`src/rtl/conv_out_collector.sv`:
```
// Collects one frame of convolution sums, rescales with bias/shift/ReLU/saturation,
// buffers OUT_SIZE*OUT_SIZE results and streams them out under valid/ready.
//
// state   | meaning
// IDLE    | waiting for i_start
// COLLECT | sampling i_en results into the buffer
// DRAIN   | streaming buffer entries 0..N-1 downstream
module conv_out_collector #(
    parameter int OUT_SIZE  = 3,
    parameter int IN_WIDTH  = 48,
    parameter int OUT_WIDTH = 16,
    parameter int SHIFT     = 8
) (
    input  logic                        i_clk,
    input  logic                        i_rst,
    input  logic                        i_start,
    input  logic                        i_en,
    input  logic signed [IN_WIDTH-1:0]  i_P,
    input  logic signed [IN_WIDTH-1:0]  i_bias,
    input  logic                        i_relu_en,
    output logic                        o_valid,
    output logic signed [OUT_WIDTH-1:0] o_data,
    input  logic                        i_ready,
    output logic                        o_busy,
    output logic                        o_done,
    output logic                        o_sat,
    output logic                        o_err
);

    localparam int N  = OUT_SIZE * OUT_SIZE;
    localparam int AW = (N > 1) ? $clog2(N) : 1;
    localparam int CW = $clog2(N + 1);

    localparam logic signed [IN_WIDTH:0] MAXV = {{(IN_WIDTH-OUT_WIDTH+2){1'b0}}, {(OUT_WIDTH-1){1'b1}}};
    localparam logic signed [IN_WIDTH:0] MINV = {{(IN_WIDTH-OUT_WIDTH+2){1'b1}}, {(OUT_WIDTH-1){1'b0}}};

    typedef enum logic [1:0] {S_IDLE, S_COLLECT, S_DRAIN} state_t;

    state_t state, state_nx;

    logic [CW-1:0]               wr_cnt;
    logic [AW-1:0]               rd_addr;
    logic [AW-1:0]               pend_addr;
    logic                        pend;
    logic signed [OUT_WIDTH-1:0] pend_data;
    logic signed [OUT_WIDTH-1:0] res;
    logic                        clamp;
    logic signed [IN_WIDTH:0]    sum;
    logic signed [IN_WIDTH:0]    shifted;
    logic signed [OUT_WIDTH-1:0] mem [0:N-1];
    logic                        sample;
    logic                        en_err;
    logic                        last_write;
    logic                        last_accept;

    // One extra bit so bias addition can never wrap.
    assign sum     = {i_P[IN_WIDTH-1], i_P} + {i_bias[IN_WIDTH-1], i_bias};
    assign shifted = sum >>> SHIFT;

    always_comb begin
        res   = '0;
        clamp = 1'b0;
        if (i_relu_en && shifted[IN_WIDTH]) begin
            res = '0;
        end else if (shifted > MAXV) begin
            res   = {1'b0, {(OUT_WIDTH-1){1'b1}}};
            clamp = 1'b1;
        end else if (shifted < MINV) begin
            res   = {1'b1, {(OUT_WIDTH-1){1'b0}}};
            clamp = 1'b1;
        end else begin
            res = shifted[OUT_WIDTH-1:0];
        end
    end

    assign sample      = (state == S_COLLECT) && i_en && !i_start && (wr_cnt != CW'(N));
    assign en_err      = i_en && !i_start && ((state != S_COLLECT) || (wr_cnt == CW'(N)));
    assign last_write  = pend && (pend_addr == AW'(N - 1));
    assign last_accept = (state == S_DRAIN) && o_valid && i_ready && (rd_addr == AW'(N - 1));
    assign o_busy      = (state != S_IDLE);

    always_ff @(posedge i_clk) begin
        if (i_rst) state <= S_IDLE;
        else       state <= state_nx;
    end

    always_comb begin
        state_nx = state;
        case (state)
            S_IDLE:    if (i_start) state_nx = S_COLLECT;
            S_COLLECT: if (i_start) state_nx = S_COLLECT;
                       else if (last_write) state_nx = S_DRAIN;
            S_DRAIN:   if (i_start) state_nx = S_COLLECT;
                       else if (last_accept) state_nx = S_IDLE;
            default:   state_nx = S_IDLE;
        endcase
    end

    // Buffer is not reset; every entry is rewritten before a drain reads it.
    always_ff @(posedge i_clk) begin
        if (pend) mem[pend_addr] <= pend_data;
    end

    always_ff @(posedge i_clk) begin
        if (i_rst) begin
            wr_cnt    <= '0;
            rd_addr   <= '0;
            pend_addr <= '0;
            pend      <= 1'b0;
            pend_data <= '0;
            o_valid   <= 1'b0;
            o_data    <= '0;
            o_done    <= 1'b0;
            o_sat     <= 1'b0;
            o_err     <= 1'b0;
        end else begin
            o_done <= 1'b0;
            pend   <= 1'b0;
            if (i_start) begin
                wr_cnt  <= '0;
                rd_addr <= '0;
                o_valid <= 1'b0;
                o_sat   <= 1'b0;
                o_err   <= 1'b0;
            end else begin
                if (en_err) o_err <= 1'b1;
                if (sample) begin
                    pend      <= 1'b1;
                    pend_data <= res;
                    pend_addr <= wr_cnt[AW-1:0];
                    wr_cnt    <= wr_cnt + CW'(1);
                    if (clamp) o_sat <= 1'b1;
                end
                if (state == S_DRAIN) begin
                    if (!o_valid) begin
                        o_valid <= 1'b1;
                        o_data  <= mem[rd_addr];
                    end else if (i_ready) begin
                        if (rd_addr == AW'(N - 1)) begin
                            o_valid <= 1'b0;
                            o_done  <= 1'b1;
                        end else begin
                            rd_addr <= rd_addr + AW'(1);
                            o_data  <= mem[rd_addr + AW'(1)];
                        end
                    end
                end
            end
        end
    end

endmodule

```
`config.mk`:
```
export PLATFORM = sky130hd
export DESIGN_NAME = conv_out_collector
export DESIGN_NICKNAME = d
export VERILOG_FILES = /design/src/rtl/conv_out_collector.sv
export SDC_FILE = /design/constraint.sdc
export NUM_CORES = 1
export LEC_CHECK = 0
export CORE_MARGIN = 4
export CORE_UTILIZATION = 30
export CTS_BUF_LIST = sky130_fd_sc_hd__clkbuf_2 sky130_fd_sc_hd__clkbuf_4 sky130_fd_sc_hd__clkbuf_8
export DETAILED_ROUTE_END_ITERATION = 10
export PLACE_DENSITY = 0.55
export SYNTH_ARGS = -nofsm -noshare
export SYNTH_HDL_FRONTEND = slang
export SYNTH_SLANG_ARGS = --single-unit
```
`constraint.sdc`:
```
create_clock -name i_clk -period 9.5 [get_ports i_clk]
set_input_delay 2.85 -clock i_clk [delete_from_list [all_inputs] [get_ports i_clk]]
set_output_delay 2.85 -clock i_clk [all_outputs]
set_load 0.03 [all_outputs]
```
==> qor.yml, run 1 <==
pwr:
  leakage_uw: 0.00460
  peakVddDrop_uv: 83.0
  power_density_nw_per_um2: 129
drt:
  wl_per_cell_um: 18.9
  met1_length_mm: 14.1
  antenna_left: 0
  met3_length_mm: 1.35
  drt_first_pass_iters: 5
  wl_met2_mm: 15.8
  drt_iter0_markers: 469
  vias_per_cell: 5.29
  drc_errors: 0
  wl_mm: 31.8
  dr.max_layer_used: "met4"
  dr_total_vias: 8900
placement:
  pre_cts_ws_ps: 2480
  place_inst: 1652
  numPortBuffers: 122
  detailed_place_hpwl_mm: 22.4
  gp_congestion: 0.845
synthesis:
  yosys_register_bits: 199
  syn-instance-count: 1054
  ys_seq_area_share_pct: 44.6
  synth_edf_count: 144
  synth_nets: 1207
  yosys_most_used_dff: "edfxtp_1"
  async_reset_ff_share_pct: 0
  syn_area_per_cell_um2: 11.5
  yosysWarnings: 0
  netlist_area_um2: 12200
  netlist-cell-type-count: 87
clock_network:
  cts_buffers: 17
  max-clock-path-buffers: 2
  clk_latency_ps: 470
  hold_buffers: 0
  cts-root-buf: "clkbuf_8"
  htree_levels: 4
  cts_sinks: 199
  cts_tree: "done"
  clk_transition_reported_paths_ps: 100
  cts_post_setup_buffers_inserted: 0
  ctsResizeCount: 0
finish:
  antenna_cells: 0
  final_cell_mix: "144 x edfxtp_1, 121 x clkdlybuf4s50_1, 97 x nand2_1, 89 x a21oi_1, 68 x nor2_1"
  areaGrowthSynthToFinish_pct: 17.9
  fin_cells: 1684
  layout_commonest_cell: "edfxtp_1"
  drive_gt1_share_pct: 15.9
  finalNetCount: 1299
  fin_util_pct: 35.9
min_path:
  holdCritPathClass: "flop to flop"
grt:
  grt_overflow_total: 0
  antenna_found_initial: 0
  grt_pass1_wl_mm: 50.6
  grt_usage_pct: 14.4
  grt_max_degree: 46
  grt_pass1_vias: 9052
die:
  core-area_um2: 39900
  die_area_um2: 43800
  pin_count: 123
  num_rows: 73
  die_x_um: 209
  dieHeight_um: 209
  start_util_pct: 30.5
setup_path:
  start_kind: "primary input"
  critPathCaptureType: "flop"
  critical_path_class: "primary input to flop"
  required_ps: 9910
  worstPathArrival_ps: 6950
  cp_max_fo: 17
timing:
  tightest_slew_ps: 1120
  max_clock_freq_mhz: 153
  whs_ps: 470
  setup_tns_ps: 0
  clock_skew_ps: 16.5
  worst_slack_ps: 2960
  post-route-min-period_ps: 6540
  setup_viol: 0
  timing.slew.headroom_pct: 24.9
  final_hold_viol_count: 0
  finalCritPeriodShare_pct: 68.9
  slew_violations: 0
  rsz0062_at_grt: "no"
status:
  status: "completed"
run:
  drv_cap: 0
==> sequential cells by signal, summed over array words and instances, names as in the netlist, named ones only <==
register	cells
mem	144
o_data	16
o_done	1
o_err	1
o_sat	1
o_valid	1
pend	1
pend_addr	4
pend_data	16
rd_addr	4
state	2
wr_cnt	4
==> cells by family after synthesis <==
family	Yosys count	synth area share (%)
flops	199	44.6
simple gates	307	12.8
xor+xnor	37	2.73
mux	102	15.0
fa+ha+maj	51	5.25
compound gates	280	16.5
buf+inv	78	3.06
==> cell usage after synthesis (12+ instances only) <==
master,n,share of area (%)
nand2_1,97,3.0
a21oi_1,90,3.7
buf_2,12,0.49
xor2_1,12,0.86
clkbuf_1,34,1.1
o21ai_0,31,1.3
nand4_1,14,0.72
nor3_1,19,0.78
o21ai_1,13,0.54
o21a_1,14,0.86
inv_1,15,0.46
edfxtp_1,144,36
a311oi_2,12,1.5
o211ai_1,34,2.1
nand3_1,21,0.86
mux4_2,64,12
mux2i_1,38,3.1
dfxtp_1,55,9.1
nor2_1,74,2.3
ha_1,51,5.3
xnor2_1,24,1.7
==> critical path, cell delays in order <==
cell and delay [ps]:
clkdlybuf4s50_1 400, ha_1 500, and3_1 240, and2_1 190, nand4_1 130, o21ai_2 210
a41oi_2 270, o21ba_2 300, xnor2_1 150, or2_2 310, nor4_1 290, a31o_1 730
o211a_1 260, a32o_1 110
==> per-stage QoR <==
step                cell area, um^2  power (uW)
floorplan                     12200        1190
global placement              13900        1300
detailed placement            13900        1300
CTS                           14300        1860
global route                  14300        1930
finish                        14300        1850
==> metal layers <==
| metal | vias up | global-route usage [%] |
|---|---|---|
| met3 | 33 | 2.12 |
| met5 | - | 0 |
| met1 | 4333 | 18.7 |
| li1 | 4296 | - |
| met4 | 0 | 3.83 |
| met2 | 238 | 25.2 |
==> area by class of cell <==
type	count	area, um^2
fill	3904	25600
clock buffer	21	283
multi-input combinational	777	6450
sequential	199	5430
inverter	15	56.3
tap	525	657
timing repair buffer	136	1320
clock inverter	11	136
==> worst paths after layout <==
check | startpoint | endpoint | slack [ps] | cells after the start
setup / recovery | i_P[15] | pend_data[15] | 2960 | 14
hold reg to reg | o_sat | o_sat | 470 | 2
hold / removal | o_sat | o_sat | 470 | 2
setup reg to reg | rd_addr[0] | o_data[9] | 5930 | 11
==> power breakdown <==
part | switching [uW] | internal (uW) | total, uW
registers | 10.2 | 930 | 940
clock network | 308 | 264 | 572
logic | 190 | 147 | 337
total | 507 | 1340 | 1850
Note: power is estimated with default switching activity, not from simulation.
==> run 2: changes to the inputs <==
Settings changed: PLACE_DENSITY 0.55 to 0.57.
Clock period 9.5 ns to 5.7 ns, I/O delays scaled along.
==> run 2 against run 1 <==
Compared with the run above:
- clock power is 58% higher
- worst setup slack got worse by 2200 ps
- total power is 65% higher
- largest power group unchanged
- flip-flop and latch count unchanged
- global-route usage is 0.53 points lower
- final cell count up 0.71%
- hold slack improved by 19 ps
- first-iteration DRC count increased by 32%
- register-to-register slack got worse by 3900 ps
==> qor.yml, run 2 (synthesized netlist as in run 1, its figures left out) <==
clock_network:
  max-clock-path-buffers: 2  # unchanged
  hold_buffers: 0  # unchanged
  clk_latency_ps: 480  # was 470 ps
  ctsResizeCount: 0  # unchanged
  cts_tree: "done"  # unchanged
  cts-root-buf: "clkbuf_8"  # unchanged
  cts_post_setup_buffers_inserted: 0  # unchanged
  cts_sinks: 199  # unchanged
  cts_buffers: 17  # unchanged
  clk_transition_reported_paths_ps: 100  # about the same
  htree_levels: 4  # unchanged
grt:
  grt_overflow_total: 0  # unchanged
  grt_usage_pct: 13.9  # was 14.4%
  grt_max_degree: 41  # was 46
  grt_pass1_vias: 8911  # was 9052
  antenna_found_initial: 1  # was 0
  grt_pass1_wl_mm: 48.8  # was 50.6 mm
die:
  num_rows: 73  # unchanged
  die_area_um2: 43800  # unchanged
  pin_count: 123  # unchanged
  core-area_um2: 39900  # unchanged
  dieHeight_um: 209  # unchanged
  die_x_um: 209  # unchanged
  start_util_pct: 30.5  # unchanged
timing:
  whs_ps: 490  # was 470 ps
  slew_violations: 0  # unchanged
  post-route-min-period_ps: 4950
  rsz0062_at_grt: "no"  # unchanged
  max_clock_freq_mhz: 202
  clock_skew_ps: 13.1  # was 16.5 ps
  timing.slew.headroom_pct: 23.4  # was 24.9%
  setup_viol: 0  # unchanged
  finalCritPeriodShare_pct: 86.9
  final_hold_viol_count: 0  # unchanged
  tightest_slew_ps: 1150  # was 1120 ps
  setup_tns_ps: 0  # unchanged
setup_path:
  worstPathArrival_ps: 5380  # was 6950 ps
  crit_path_frequent_cell: "nor4_1"
  crit_family: "compound AO/OA/AOI/OAI gates"  # unchanged
  required_ps: 6120  # was 9910 ps
  critical_path_class: "primary input to flop"  # unchanged
  crit_slowest_cell: "ha_1"  # was a31o_1
  cpPeakStageDelay_ps: 460  # was 730 ps
  crit_buf_inv: 2  # was 1
  cp_max_fo: 17  # unchanged
  start_kind: "primary input"  # unchanged
  critPathCaptureType: "flop"  # unchanged
  path_cells: "clkdlybuf4s50_1 -> ha_1 -> nand4_4 -> nor4_1 -> a21bo_2 -> a21boi_2 -> o21ai_1 -> a2111oi_2 -> nand4bb_1 -> nor4_1 -> a31o_1 -> buf_12 -> o211a_1 -> a32o_1"  # was clkdlybuf4s50_1 -> ha_1 -> and3_1 -> and2_1 -> nand4_1 -> o21ai_2 -> a41oi_2 -> o21ba_2 -> xnor2_1 -> or2_2 -> nor4_1 -> a31o_1 -> o211a_1 -> a32o_1
status:
  status: "completed"  # unchanged
drt:
  drt_first_pass_iters: 5  # unchanged
  drc_errors: 0  # unchanged
  wl_mm: 31.2  # was 31.8 mm
  drt_iter0_markers: 618  # was 469
  antenna_left: 0  # unchanged
  dr_total_vias: 8968  # was 8900
  wl_per_cell_um: 18.4  # was 18.9 um
  vias_per_cell: 5.29  # about the same
finish:
  layout_commonest_cell: "edfxtp_1"  # unchanged
  largest_reg_flops: 144  # unchanged
  largestRegisters: "mem x144, o_data x16, pend_data x16"  # unchanged
  num-fill-cells: 3926  # was 3904
  drive_gt1_share_pct: 16.6  # was 15.9%
  final_cell_mix: "144 x edfxtp_1, 121 x clkdlybuf4s50_1, 97 x nand2_1, 89 x a21oi_1, 68 x nor2_1"  # unchanged
  fin_util_pct: 36.1  # was 35.9%
  finalNetCount: 1310  # was 1299
  multi_input_area_um2: 6450  # unchanged
  seq_area_um2: 5430  # about the same
  regMostFlops: "mem"  # unchanged
  areaGrowthSynthToFinish_pct: 18.7  # was 17.9%
  fin_area_um2: 14400  # was 14300 um^2
placement:
  detailed_place_hpwl_mm: 22.0  # was 22.4 mm
  gp_congestion: 0.864  # was 0.845
  place_area_um2: 14000  # was 13900 um^2
  numPortBuffers: 122  # unchanged
run:
  drv_cap: 0  # unchanged
pwr:
  leakage_uw: 0.00465  # was 0.00460 uW
  peakVddDrop_uv: 140  # was 83.0 uV
  power_density_nw_per_um2: 211  # was 129 nW/um^2
min_path:
  holdCritPathClass: "flop to flop"  # unchanged
## run 2: final timing paths
path | slack (ps) | startpoint | depth (start not counted) | endpoint
setup / recovery | 750 | i_P[20] | 14 | pend_data[15]
hold reg to reg | 490 | o_sat | 2 | o_sat
hold / removal | 490 | o_sat | 2 | o_sat
setup reg to reg | 2000 | rd_addr[0] | 11 | o_data[15]
## run 2: worst reg2reg max path: stages (launching register included)
cell and delay (ps):
dfxtp_1 320, buf_4 440, inv_1 160, ha_2 900, buf_4 420, mux4_2 560
mux2i_1 140, nand2_1 70, o211ai_1 140, o211ai_1 190, o21ai_0 170, nor2_1 60
## run 2: stage by stage
step | setup slack, ps | instances | power (uW)
2_1_floorplan | 1090 | 1054 | 1990
3_3_place_gp | 303 | 1663 | 2180
3_5_place_dp | 260 | 1663 | 2180
4_1_cts | 772 | 1695 | 3070
5_1_grt | 568 | 1696 | 3190
6_report | 746 | 1696 | 3050
## run 2: power breakdown
group	total (uW)	internal, uW	switching, uW	leakage, uW
Clock	902	366	536	0.000201
Combinational	579	260	319	0.00266
Sequential	1570	1550	16.8	0.00179
## run 2: area by class of cell
type,instances,area share [%]
Inverter,15,0.390
Tap cell,525,4.55
Antenna cell,1,0.0173
Sequential cell,199,37.6
Clock buffer,17,1.62
Multi-Input combinational cell,777,44.7
Timing Repair Buffer,147,9.91
Clock inverter,15,1.15
## run 2: layer usage
| metal | track usage, % | part of all wire [%] | vias up |
|---|---|---|---|
| li1 | - | - | 4307 |
| met1 | 18.4 | 44 | 4373 |
| met2 | 23.9 | 49 | 253 |
| met3 | 1.87 | 4.7 | 35 |
| met4 | 3.80 | 1.6 | 0 |
| met5 | 0 | 0 | - |
==> run 3: changes to the inputs <==
Settings changed: CAP_MARGIN set to 25.
==> run 3 against run 2 <==
Compared with the run above:
- sequential share of layout area about the same
- register-to-register slack got worse by 30 ps
- via count shrank 0.83%
- die area stayed put
- sequential power about the same
- largest power group unchanged
==> qor.yml, run 3 (synthesized netlist as in run 1, its figures left out) <==
setup_path:
  critical_path_class: "primary input to flop"  # unchanged
  critPathCaptureType: "flop"  # unchanged
  required_ps: 6090  # was 6120 ps
  start_kind: "primary input"  # unchanged
  ff2ff_path_depth: 11  # unchanged
  worstPathArrival_ps: 5330  # was 5380 ps
  cp_max_fo: 16  # was 17
placement:
  detailed_place_hpwl_mm: 22.1  # was 22.0 mm
  numPortBuffers: 122  # unchanged
  pre_cts_ws_ps: 248  # was 260 ps
  gp_congestion: 0.864  # unchanged
  place_area_um2: 14000  # about the same
timing:
  whs_ps: 483  # was 490 ps
  setup_tns_ps: 0  # unchanged
  slew_violations: 0  # unchanged
  max_clock_freq_mhz: 202  # about the same
  clock_skew_ps: 16.5  # was 13.1 ps
  finalCritPeriodShare_pct: 86.7  # was 86.9%
  rsz0062_at_grt: "no"  # unchanged
  post-route-min-period_ps: 4940  # was 4950 ps
  tightest_slew_ps: 945  # was 1150 ps
  final_hold_viol_count: 0  # unchanged
  timing.slew.headroom_pct: 37.0  # was 23.4%
  worst_slack_ps: 758  # was 746 ps
  setup_viol: 0  # unchanged
clock_network:
  cts_sinks: 199  # unchanged
  htree_levels: 4  # unchanged
  clk_latency_ps: 480  # about the same
  clk_transition_reported_paths_ps: 110  # was 100 ps
  max-clock-path-buffers: 2  # unchanged
  cts_post_setup_buffers_inserted: 0  # unchanged
  hold_buffers: 0  # unchanged
  ctsResizeCount: 0  # unchanged
  cts-root-buf: "clkbuf_8"  # unchanged
  cts_buffers: 17  # unchanged
  cts_tree: "done"  # unchanged
finish:
  drive_gt1_share_pct: 16.6  # unchanged
  final_cell_mix: "144 x edfxtp_1, 121 x clkdlybuf4s50_1, 97 x nand2_1, 89 x a21oi_1, 68 x nor2_1"  # unchanged
  num-fill-cells: 3960  # was 3926
  largest_reg_flops: 144  # unchanged
  largestRegisters: "mem x144, o_data x16, pend_data x16"  # unchanged
  layout_commonest_cell: "edfxtp_1"  # unchanged
  regMostFlops: "mem"  # unchanged
  finalNetCount: 1311  # was 1310
  fin_area_um2: 14400  # about the same
  areaGrowthSynthToFinish_pct: 18.8  # was 18.7%
drt:
  drt_first_pass_iters: 5  # unchanged
  met1_length_mm: 13.9  # was 13.8 mm
  dr_total_vias: 8894  # was 8968
  wl_mm: 31.2  # about the same
  dr.max_layer_used: "met4"  # unchanged
  drc_errors: 0  # unchanged
  antenna_left: 0  # unchanged
  drt_iter0_markers: 541  # was 618
  wl_met2_mm: 15.3  # was 15.4 mm
  wl_per_cell_um: 18.4  # about the same
  met3_length_mm: 1.62  # was 1.48 mm
  vias_per_cell: 5.24  # was 5.29
grt:
  grt_overflow_total: 0  # unchanged
  antenna_found_initial: 1  # unchanged
  grt_pass1_vias: 8898  # was 8911
  grt_max_degree: 41  # unchanged
  grt_usage_pct: 13.9  # about the same
  grt_pass1_wl_mm: 49.2  # was 48.8 mm
die:
  pin_count: 123  # unchanged
  num_rows: 73  # unchanged
  start_util_pct: 30.5  # unchanged
  dieHeight_um: 209  # unchanged
  die_x_um: 209  # unchanged
  core-area_um2: 39900  # unchanged
  die_area_um2: 43800  # unchanged
pwr:
  switching_share_pct: 27.8  # was 28.6%
  clkPwrFrac_pct: 29.9  # was 29.6%
  p_int_uw: 2210  # was 2180 uW
  leakage_uw: 0.00465  # about the same
  switching_power_uw: 851  # was 872 uW
  total_power_uw: 3060  # was 3050 uW
  power_density_nw_per_um2: 212  # was 211 nW/um^2
  p_seq_share_pct: 51.2  # was 51.4%
  combPwrFrac_pct: 18.9  # was 19.0%
  peakVddDrop_uv: 140  # about the same
status:
  status: "completed"  # unchanged
min_path:
  hold_depth: 1  # was 2
  holdCritPathClass: "flop to flop"  # unchanged
run:
  drv_cap: 0  # unchanged
-- run 3: changes by cell type in the layout (fill, tap and decap cells not counted), sizes merged --
cell	before	now
clkinv	7	1
clkinvlp	1	3
inv	21	23
buf	26	27
bufinv	1	2
-- run 3: power by group through the flow --
stage	combinational [uW]	sequential [uW]	clock, uW
final	579	1570	915
after floorplan	397	1590	0
after global placement	576	1600	0
after detailed placement	576	1600	0
after CTS	579	1570	937
after global routing	635	1570	994
-- run 3: per-layer routing --
layer | vias up | GRT usage [%]
met5 | - | 0
met4 | 0 | 3.60
met3 | 32 | 2.02
met2 | 243 | 23.7
met1 | 4307 | 18.7
li1 | 4312 | -
-- run 3: worst paths after layout --
| kind | endpoint | start | slack, ps |
|---|---|---|---|
| max | pend_data[6] | i_bias[38] | 760 |
| min | state[0] | state[1] | 480 |
| max reg2reg | o_data[6] | rd_addr[0] | 1970 |
| min reg2reg | state[0] | state[1] | 480 |
-- run 3: cell type report --
cell class	instances	area (um^2)	share of cell area, %
diodes	1	2.50	0.0173
clock buffers	17	234	1.62
clock inverters	14	161	1.12
inverters	15	56.3	0.390
multi-input cells	777	6450	44.7
flip-flops and latches	199	5430	37.6
well taps	525	657	4.55
repair buffers	148	1440	10.0
-- run 3: through the flow --
| stage | util (%) | cells |
|---|---|---|
| CTS | 36.2 | 1695 |
| global placement | 35.1 | 1663 |
| global route | 36.2 | 1696 |
| detailed placement | 35.2 | 1664 |
| floorplan | - | 1054 |
| finish | 36.2 | 1696 |
-- run 3: critical path, stage by stage --
cell and delay, ps:
clkdlybuf4s50_1 440, ha_1 420, a21o_1 270, o21a_1 190, a311o_1 350, a31oi_1 430, o31ai_4 150, a221oi_2 280
xnor2_1 190, nand4_1 180, o21ai_2 220, buf_12 160, nand2_1 70, a311oi_2 270
